[src/rtl/lift_pkg.sv]
// Shared definitions for the lift controller front end.
//   NUM_BTN     : number of hall call buttons
//   BTN_*       : one-hot button codes (bit 0 = 1U ... bit 5 = 4D)
//   lift_dir_e  : LiftFSM output codes STAY/UP/DOWN
//   lowest_bit  : isolates the lowest-index set bit of a button vector
package lift_pkg;

  localparam int unsigned NUM_BTN = 6;

  localparam logic [NUM_BTN-1:0] BTN_1U = 6'b000001;
  localparam logic [NUM_BTN-1:0] BTN_2U = 6'b000010;
  localparam logic [NUM_BTN-1:0] BTN_3U = 6'b000100;
  localparam logic [NUM_BTN-1:0] BTN_2D = 6'b001000;
  localparam logic [NUM_BTN-1:0] BTN_3D = 6'b010000;
  localparam logic [NUM_BTN-1:0] BTN_4D = 6'b100000;

  typedef enum logic [1:0] {
    STAY = 2'd0,
    UP   = 2'd1,
    DOWN = 2'd2
  } lift_dir_e;

  // Scans high to low so the lowest set bit is the last one written.
  function automatic logic [NUM_BTN-1:0] lowest_bit(input logic [NUM_BTN-1:0] v);
    logic [NUM_BTN-1:0] r;
    r = '0;
    for (int unsigned i = NUM_BTN; i > 0; i--) begin
      if (v[i-1]) begin
        r        = '0;
        r[i-1]   = 1'b1;
      end
    end
    return r;
  endfunction

endpackage

[src/rtl/lift_request_queue_if.sv]
// Request handshake between the request queue and LiftFSM.
//   button_out : one-hot head request (0 when empty)
//   qEmpty     : queue empty
//   done       : LiftFSM has completed the head request
// modport master = queue side, modport slave = LiftFSM side.
interface lift_request_queue_if;
  import lift_pkg::*;

  logic [NUM_BTN-1:0] button_out;
  logic               qEmpty;
  logic               done;

  modport master (output button_out, output qEmpty, input done);
  modport slave  (input button_out, input qEmpty, output done);
endinterface

[src/rtl/lift_request_queue_fifo.sv]
// req_fifo: generic synchronous FIFO with synchronous active-high reset.
//   WIDTH, DEPTH : entry width / number of entries (DEPTH >= 2)
//   push, push_data : write an entry (ignored when full)
//   pop          : drop the head (ignored when empty)
//   head         : oldest entry, '0 when empty
//   empty, full, count : occupancy status
// Pointers wrap modulo DEPTH, so non-power-of-two depths are supported.
module req_fifo #(
  parameter int unsigned WIDTH = 6,
  parameter int unsigned DEPTH = 4
) (
  input  logic                         clk,
  input  logic                         reset,
  input  logic                         push,
  input  logic [WIDTH-1:0]             push_data,
  input  logic                         pop,
  output logic [WIDTH-1:0]             head,
  output logic                         empty,
  output logic                         full,
  output logic [$clog2(DEPTH+1)-1:0]   count
);
  localparam int unsigned PW = $clog2(DEPTH);
  localparam int unsigned CW = $clog2(DEPTH+1);
  localparam logic [PW-1:0] LAST = PW'(DEPTH - 1);

  logic [WIDTH-1:0] r_mem [DEPTH];
  logic [PW-1:0]    r_wr;
  logic [PW-1:0]    r_rd;
  logic [CW-1:0]    r_count;
  logic             w_do_push;
  logic             w_do_pop;

  assign empty     = (r_count == '0);
  assign full      = (r_count == CW'(DEPTH));
  assign count     = r_count;
  assign head      = empty ? '0 : r_mem[r_rd];
  assign w_do_push = push & ~full;
  assign w_do_pop  = pop & ~empty;

  always_ff @(posedge clk) begin
    if (w_do_push) r_mem[r_wr] <= push_data;
  end

  always_ff @(posedge clk) begin
    if (reset) begin
      r_wr    <= '0;
      r_rd    <= '0;
      r_count <= '0;
    end else begin
      if (w_do_push) r_wr <= (r_wr == LAST) ? '0 : r_wr + 1'b1;
      if (w_do_pop)  r_rd <= (r_rd == LAST) ? '0 : r_rd + 1'b1;
      case ({w_do_push, w_do_pop})
        2'b10:   r_count <= r_count + 1'b1;
        2'b01:   r_count <= r_count - 1'b1;
        default: r_count <= r_count;
      endcase
    end
  end
endmodule

[src/rtl/lift_request_queue.sv]
// lift_request_queue: captures hall call presses, de-duplicates them and
// queues them in arrival order for LiftFSM.
//   clk, reset  : clock, synchronous active-high reset
//   button_raw  : synchronised panel levels (bit 0 = 1U ... bit 5 = 4D)
//   lift        : handshake to LiftFSM (button_out, qEmpty out; done in)
//   pending     : per-button lamp, on from latch until retired
//   full        : FIFO holds DEPTH entries
//   served_cnt  : retired-request counter, only with LIFT_REQ_CNT_EN defined
module lift_request_queue
  import lift_pkg::*;
#(
  parameter int unsigned DEPTH = 4
) (
  input  logic                   clk,
  input  logic                   reset,
  input  logic [NUM_BTN-1:0]     button_raw,
  lift_request_queue_if.master   lift,
  output logic [NUM_BTN-1:0]     pending,
  output logic                   full
`ifdef LIFT_REQ_CNT_EN
  ,
  output logic [7:0]             served_cnt
`endif
);
  localparam int unsigned CW = $clog2(DEPTH+1);

  logic [NUM_BTN-1:0] r_btn_q;
  logic [NUM_BTN-1:0] r_wait;
  logic [NUM_BTN-1:0] r_queued;
  logic [NUM_BTN-1:0] w_edge;
  logic [NUM_BTN-1:0] w_pending;
  logic [NUM_BTN-1:0] w_sel;
  logic [NUM_BTN-1:0] w_head;
  logic [CW-1:0]      w_count;
  logic               w_push;
  logic               w_pop;
  logic               w_empty;
  logic               w_full;

  assign w_edge    = button_raw & ~r_btn_q;
  assign w_pending = r_wait | r_queued;
  assign w_sel     = lowest_bit(r_wait);
  // Full is taken before any same-cycle pop, so a freed slot is refilled next cycle.
  assign w_push    = (|r_wait) & ~w_full;
  assign w_pop     = lift.done & ~w_empty;

  req_fifo #(
    .WIDTH (NUM_BTN),
    .DEPTH (DEPTH)
  ) u_fifo (
    .clk       (clk),
    .reset     (reset),
    .push      (w_push),
    .push_data (w_sel),
    .pop       (w_pop),
    .head      (w_head),
    .empty     (w_empty),
    .full      (w_full),
    .count     (w_count)
  );

  always_ff @(posedge clk) begin
    if (reset) begin
      // All ones so a button held through reset release produces no edge.
      r_btn_q  <= '1;
      r_wait   <= '0;
      r_queued <= '0;
    end else begin
      r_btn_q  <= button_raw;
      // A press on a button that is still pending (even if popped this cycle) is dropped.
      r_wait   <= (r_wait & ~(w_push ? w_sel : '0)) | (w_edge & ~w_pending);
      r_queued <= (r_queued & ~(w_pop ? w_head : '0)) | (w_push ? w_sel : '0);
    end
  end

  always_ff @(posedge clk) begin
    if (!reset) begin
      assert (w_full == (w_count == CW'(DEPTH)));
    end
  end

`ifdef LIFT_REQ_CNT_EN
  logic [7:0] r_served_cnt;
  always_ff @(posedge clk) begin
    if (reset)      r_served_cnt <= '0;
    else if (w_pop) r_served_cnt <= r_served_cnt + 8'd1;
  end
  assign served_cnt = r_served_cnt;
`endif

  assign lift.button_out = w_head;
  assign lift.qEmpty     = w_empty;
  assign pending         = w_pending;
  assign full            = w_full;
endmodule

[src/flat_wrapper.sv]
// flat-port wrapper written by rule: the top's interface ports become plain ports
module lift_request_queue_flat import lift_pkg::*;
#(
  parameter int unsigned DEPTH = 4
)
  (clk, reset, button_raw, pending, full, lift_button_out, lift_qEmpty, lift_done);
  lift_request_queue_if lift_i ();
  input  logic clk;
  input  logic reset;
  input  logic [NUM_BTN-1:0] button_raw;
  output logic [NUM_BTN-1:0] pending;
  output logic full;
  output wire logic [$bits(lift_i.button_out)-1:0] lift_button_out;
  output wire logic [$bits(lift_i.qEmpty)-1:0] lift_qEmpty;
  input wire logic [$bits(lift_i.done)-1:0] lift_done;
  assign lift_button_out = lift_i.button_out;
  assign lift_qEmpty = lift_i.qEmpty;
  assign lift_i.done = lift_done;
  lift_request_queue #(.DEPTH(DEPTH)) u_core (.clk(clk), .reset(reset), .button_raw(button_raw), .lift(lift_i), .pending(pending), .full(full));
endmodule
[config.mk]
export PLATFORM = sky130hd
export DESIGN_NAME = lift_request_queue_flat
export DESIGN_NICKNAME = d
export VERILOG_FILES = /design/src/rtl/lift_pkg.sv /design/src/rtl/lift_request_queue_if.sv /design/src/rtl/lift_request_queue_fifo.sv /design/src/rtl/lift_request_queue.sv /design/src/flat_wrapper.sv
export SDC_FILE = /design/constraint.sdc
export NUM_CORES = 1
export LEC_CHECK = 0
export ABC_AREA = 1
export CORE_MARGIN = 1.5
export CORE_UTILIZATION = 28
export CTS_CLUSTER_DIAMETER = 120
export CTS_CLUSTER_SIZE = 8
export DETAILED_ROUTE_END_ITERATION = 7
export HOLD_SLACK_MARGIN = 0.08
export SETUP_SLACK_MARGIN = 0.15
export SYNTH_ARGS = -nofsm -noshare
export SYNTH_HDL_FRONTEND = slang
export SYNTH_HIERARCHICAL = 1
export SYNTH_SLANG_ARGS = --single-unit
[constraint.sdc]
create_clock -name clk -period 4.66 [get_ports clk]
set_clock_uncertainty 0.15 [all_clocks]
set_input_delay 0.699 -clock clk [delete_from_list [all_inputs] [get_ports clk]]
set_output_delay 0.699 -clock clk [all_outputs]
set_load 0.05 [all_outputs]
# Word level (Yosys, flattened, before mapping)
# Memory sizes are Yosys's and may differ from the RTL's. A register that Yosys moved wholly into a read port is not among the register bits.
# Index checks and enable logic that the tools add are counted.
# word_totals
regBits	25
mem_bits_rw	24
in_bits	9
out_inout_bits	14
word_cells	52
mem_count	1
# memory_table
name	words	word_bits	rd	rd_ports_with_merged_regs	wr	line	source
u_core.u_fifo.r_mem	4	6	1	1	1	lift_request_queue_fifo.sv:26	logic [WIDTH-1:0] r_mem [DEPTH];
# op_classes
n_addsub	4
eq_ne	5
muxes	16
n_bitwise	17
reduce_logical	3
# op_table
cell	count
2-to-1 mux 6 bit	9
AND 6 bit	4
inverter 6 bit	4
bitwise OR 6 bit	3
2-to-1 mux 2 bit	4
equality test 2 bit (second input constant)	3
one-hot mux 3 bit (2 select lines)	1
OR reduction 6 bit	1
adder 2 x 1 -> 2 bit (second input constant)	2
AND 1 bit	4
adder 3 x 1 -> 3 bit (second input constant)	1
equality test 3 bit (second input constant)	1
logical NOT 3 bit	1
subtractor 3 x 1 -> 3 bit (second input constant)	1
equality test 2 x 1 -> 1 bit (second input constant)	1
2-to-1 mux 1 bit	2
inverter 1 bit	2
nonzero test 2 bit	1

# Longest topological paths before layout
# logic_depth
ltp_word	10
mapped_depth	17
depth_no_buf	17

# Hierarchy
# Netlist, hierarchy kept.
# by_module_without_submodules
mod	n_inst	cells_each	area_each_um2	seq_area_each_um2
req_fifo	1	149	1463.9	900.9
lift_request_queue	1	103	747.0	360.3

# Worst setup path before layout
# OpenSTA, ideal clock, no wires.
# synth_path
path_kind	register -> register
from	register u_core.u_fifo.r_count[0] (netlist: u_core/u_fifo/count[0])
to	register u_core.u_fifo.r_count[2] (netlist: u_core/u_fifo/count[2])
arrival_time_ns	2.277
required_ns	4.400
setup_slack_ns	2.123
stages_incl_launch_ff	17
n_path_buf	0
period_less_slack_ns	2.537
path_cell_list	dfxtp_1 > nor2_1 > nand2_1 > inv_1 > inv_1 > nand2_1 > inv_2 > nand2_1 > ha_1 > inv_1 > fa_1 > inv_1 > nand2_1 > nand3_1 > nand2_1 > inv_1 > nor2_1
# synth_between
elab_chain_cells	6
elab_cells_between_ends	14
# synth_rtl
item	line	source
start: declaration	lift_request_queue_fifo.sv:29	logic [CW-1:0] r_count;
start signal: assignment	lift_request_queue_fifo.sv:53	2'b10: r_count <= r_count + 1'b1;
start signal: assignment	lift_request_queue_fifo.sv:54	2'b01: r_count <= r_count - 1'b1;
start signal: assignment	lift_request_queue_fifo.sv:55	default: r_count <= r_count;
equality test 3 bit *	lift_request_queue_fifo.sv:34	assign full = (r_count == CW'(DEPTH));
via full	flat_wrapper.sv:12	output logic full;
inverter 1 bit *	lift_request_queue.sv:44	assign w_push = (|r_wait) & ~w_full;
AND 1 bit *	lift_request_queue.sv:44	
via u_core.w_push	lift_request_queue.sv:35	logic w_push;
AND 1 bit *	lift_request_queue_fifo.sv:37	assign w_do_push = push & ~full;
equality test 2 x 1 -> 1 bit or equality test 2 bit (tied branches)	lift_request_queue_fifo.sv:52	case ({w_do_push, w_do_pop})
one-hot mux 3 bit (2 select lines) or nonzero test 2 bit (tied branches)	n/a	
# Mark *: on every way through the listed nets, which the timed path passes. The rest lies on a longest branch.
# A chain may end at the register's enable or synchronous reset.

==> metrics.txt <==
CTS tree=yes; Worst Max-Slew Pin Slew=0.6394 ns; static leakage=1.064 nW; Initial Util=0.2876; # setup viols final=0; clock buffer count from CTS=5; total wire length=4124 um; CTS root buffer=clkbuf_8; synthesized instance count=252; Mean Syn Cell Area=8.773 sq um; Iter 0 DRT Violations=70; met3 usage=0.02488; Mapped Nets=268; Post-DP Area=2521 sq um; switching part of the total power=0.3984; startpoint types=register; vias in the first global route=1568; P_int=875.4 uW; final-stage net count=293; chip width=91.86 um; Synth cell types=21; headroom to the max-slew limit=0.5724; fillers=795; cell mode on critical path=nand2_1; sw power=579.7 uW; ant diodes=0; PD cells=552.5 nW/um^2; crit-path leading delay family=buffers and inverters; initial antenna violation count=0; met1 usage=0.1374; worst vdd ir=0.3055 mV; Crit Path Max Fanout=13; Ys Warns=6; status=finished clean; Tot Pwr=1.455 mW; Cells after DPL=372; Pre-Repair DR Iteration Count=4; Worst Path Buf+Inv=2; Placeable Area=7687 sq um; Via Count=1590; largest net degree at the start of global routing=20; mapped cell area=2211 sq um; I/O Pins=23; Chip Height=91.86 um; grt met2 use=0.1735; fmax=0.3170 GHz; Util after Layout=0.3426; Final Hold Vio Count=0; Max-Cap Viols=0; peak per-stage delay on the critical path=0.85 ns; clock sinks=51; nature of the critical path endpoint=output port; first-pass GRT wire length=7148 um; post-CTS setup buffers=0; GR Overflow Total=0; Seq/Total Area, Yosys=0.5705; post-DR vias/cell=4.184; GP Congestion=0.7542; RSZ-0062 raised after global routing=no; pins over their slew limit=0; crit-path cells=inv_1 -> nand2_1 -> nand2_1 -> nand2_1 -> a21oi_1 -> clkdlybuf4s50_1; mean routed wirelength per cell=10.85 um; clk_lat worst skew=0.30 ns; Crit path arrival time=2.31 ns; Post-Route Setup TNS=0 ns; Clock Path Buffers=2; I/O Buffers=22; layout cell share with drive strength beyond 1=0.07194; Hold-fix buffers, CTS=0; die area=8438 sq um; total track usage=0.1074; area delta synth->final=19.13%; PnR worst setup slack=1.505 ns; Comb pwr share=0.392; register bit total from synthesis=51; Worst Path Required=3.81 ns; clock transition at the registers of the reported paths=0.09 ns; Final Cycle Share=0.6770; Clk pwr share=0.208; Hold Crit Class=register to register; slowest CP cell=clkdlybuf4s50_1; DRC violations left=0; fin crit period=3.155 ns; Final Instance Count excl. Fillers=380; post-CTS sizing=0; Crit Path Class=register to output port; GRT busiest layer=met2; Final ANT Viol Nets=0; Final Cell Area=2634 sq um; CTS H-tree depth=2; worst hold margin=0.3150 ns; Std-Cell Rows=32; Post-Place Worst Slack=1.825 ns; dpl hpwl=3078 um; sequential share of power=0.400
routing by layer:
metal / vias to the layer above / wire length (um)
li1: 853 / -
met1: 707 / 2130
met2: 26 / 1827
met3: 4 / 103
met4: 0 / 61
met5: - / 0
worst paths after layout:
kind	from	endpoint	slack, ns	depth (start not counted)
hold / removal	u_core/r_queued[1]	u_core/r_queued[1]	0.32	2
setup / recovery	register	lift_button_out[0]	1.51	6
hold reg to reg	u_core/r_queued[1]	u_core/r_queued[1]	0.32	2
setup reg to reg	u_core/u_fifo/count[0]	u_core/u_fifo/count[2]	2.18	17
placed cells by master (no fill, tap or decap), types with 2 or more instances in the layout:
master           netlist  layout
nor2_2                 2       2
clkbuf_8               0       5
nor2_1                35      35
clkdlybuf4s50_1        0      22
nand2_1               67      67
ha_1                   6       6
a21oi_1               22      22
nand3_1                5       5
or2_1                  5       5
nand4_1                3       3
or2_2                  7       7
edfxtp_1              24      24
dfxtp_1               27      27
inv_1                 29      29
o21ai_0                8       8
nor3_1                 2       2
nand3b_1               2       2
final cells by class:
cell class                 count  area (sq um)  share of cell area
sequential                    51          1261              0.4789
multi-input combinational    167         799.5              0.3036
timing repair buffer          22         220.2             0.08361
tap                          102         127.6             0.04846
inverter                      30         112.6             0.04276
clock buffer                   5         68.82             0.02613
clock inverter                 3         43.79             0.01663
state kept, by name, summed over array words and instances, names as in the netlist, named ones only:
register / flops
u_core/u_fifo/r_mem: 24
u_core/r_btn_q: 6
u_core/r_queued: 6
u_core/r_wait: 6
u_core/u_fifo/count: 3
u_core/u_fifo/r_rd: 2
u_core/u_fifo/r_wr: 2
cells in the mapped netlist:
| master | instances | area share |
|---|---|---|
| a21oi_1 | 22 | 0.050 |
| a21oi_2 | 1 | 0.0040 |
| buf_6 | 3 | 0.015 |
| clkbuf_1 | 1 | 0.0017 |
| dfxtp_1 | 27 | 0.24 |
| edfxtp_1 | 24 | 0.33 |
| fa_1 | 1 | 0.0091 |
| ha_1 | 6 | 0.034 |
| inv_1 | 29 | 0.049 |
| inv_2 | 1 | 0.0017 |
| nand2_1 | 67 | 0.11 |
| nand2_2 | 1 | 0.0028 |
| nand3_1 | 5 | 0.011 |
| nand3b_1 | 2 | 0.0068 |
| nand4_1 | 3 | 0.0085 |
| nor2_1 | 35 | 0.059 |
| nor2_2 | 2 | 0.0057 |
| nor3_1 | 2 | 0.0045 |
| o21ai_0 | 8 | 0.018 |
| or2_1 | 5 | 0.014 |
| or2_2 | 7 | 0.020 |
power by group through the flow:
stage	Sequential, mW	Combinational (mW)	Clock, mW
final	0.582	0.570	0.303
after global routing	0.591	0.630	0.330
after CTS	0.582	0.577	0.316
after detailed placement	0.593	0.574	0
after global placement	0.592	0.565	0
after floorplan	0.577	0.431	0
worst min-delay path, stage by stage (launching register included):
cell and delay, ns:
dfxtp_1 0.32, nand2_1 0.06, a21oi_1 0.05
logic make-up (layout without fill, tap and decap cells):
| kind of cell | Yosys count | count (layout) | share of synthesized area |
|---|---|---|---|
| buf+inv | 34 | 60 | 0.06791 |
| simple gates | 129 | 129 | 0.2467 |
| flops | 51 | 51 | 0.5705 |
| fa+ha+maj | 7 | 7 | 0.04301 |
| compound gates | 31 | 31 | 0.07188 |
(Power assumes the default switching activity.)
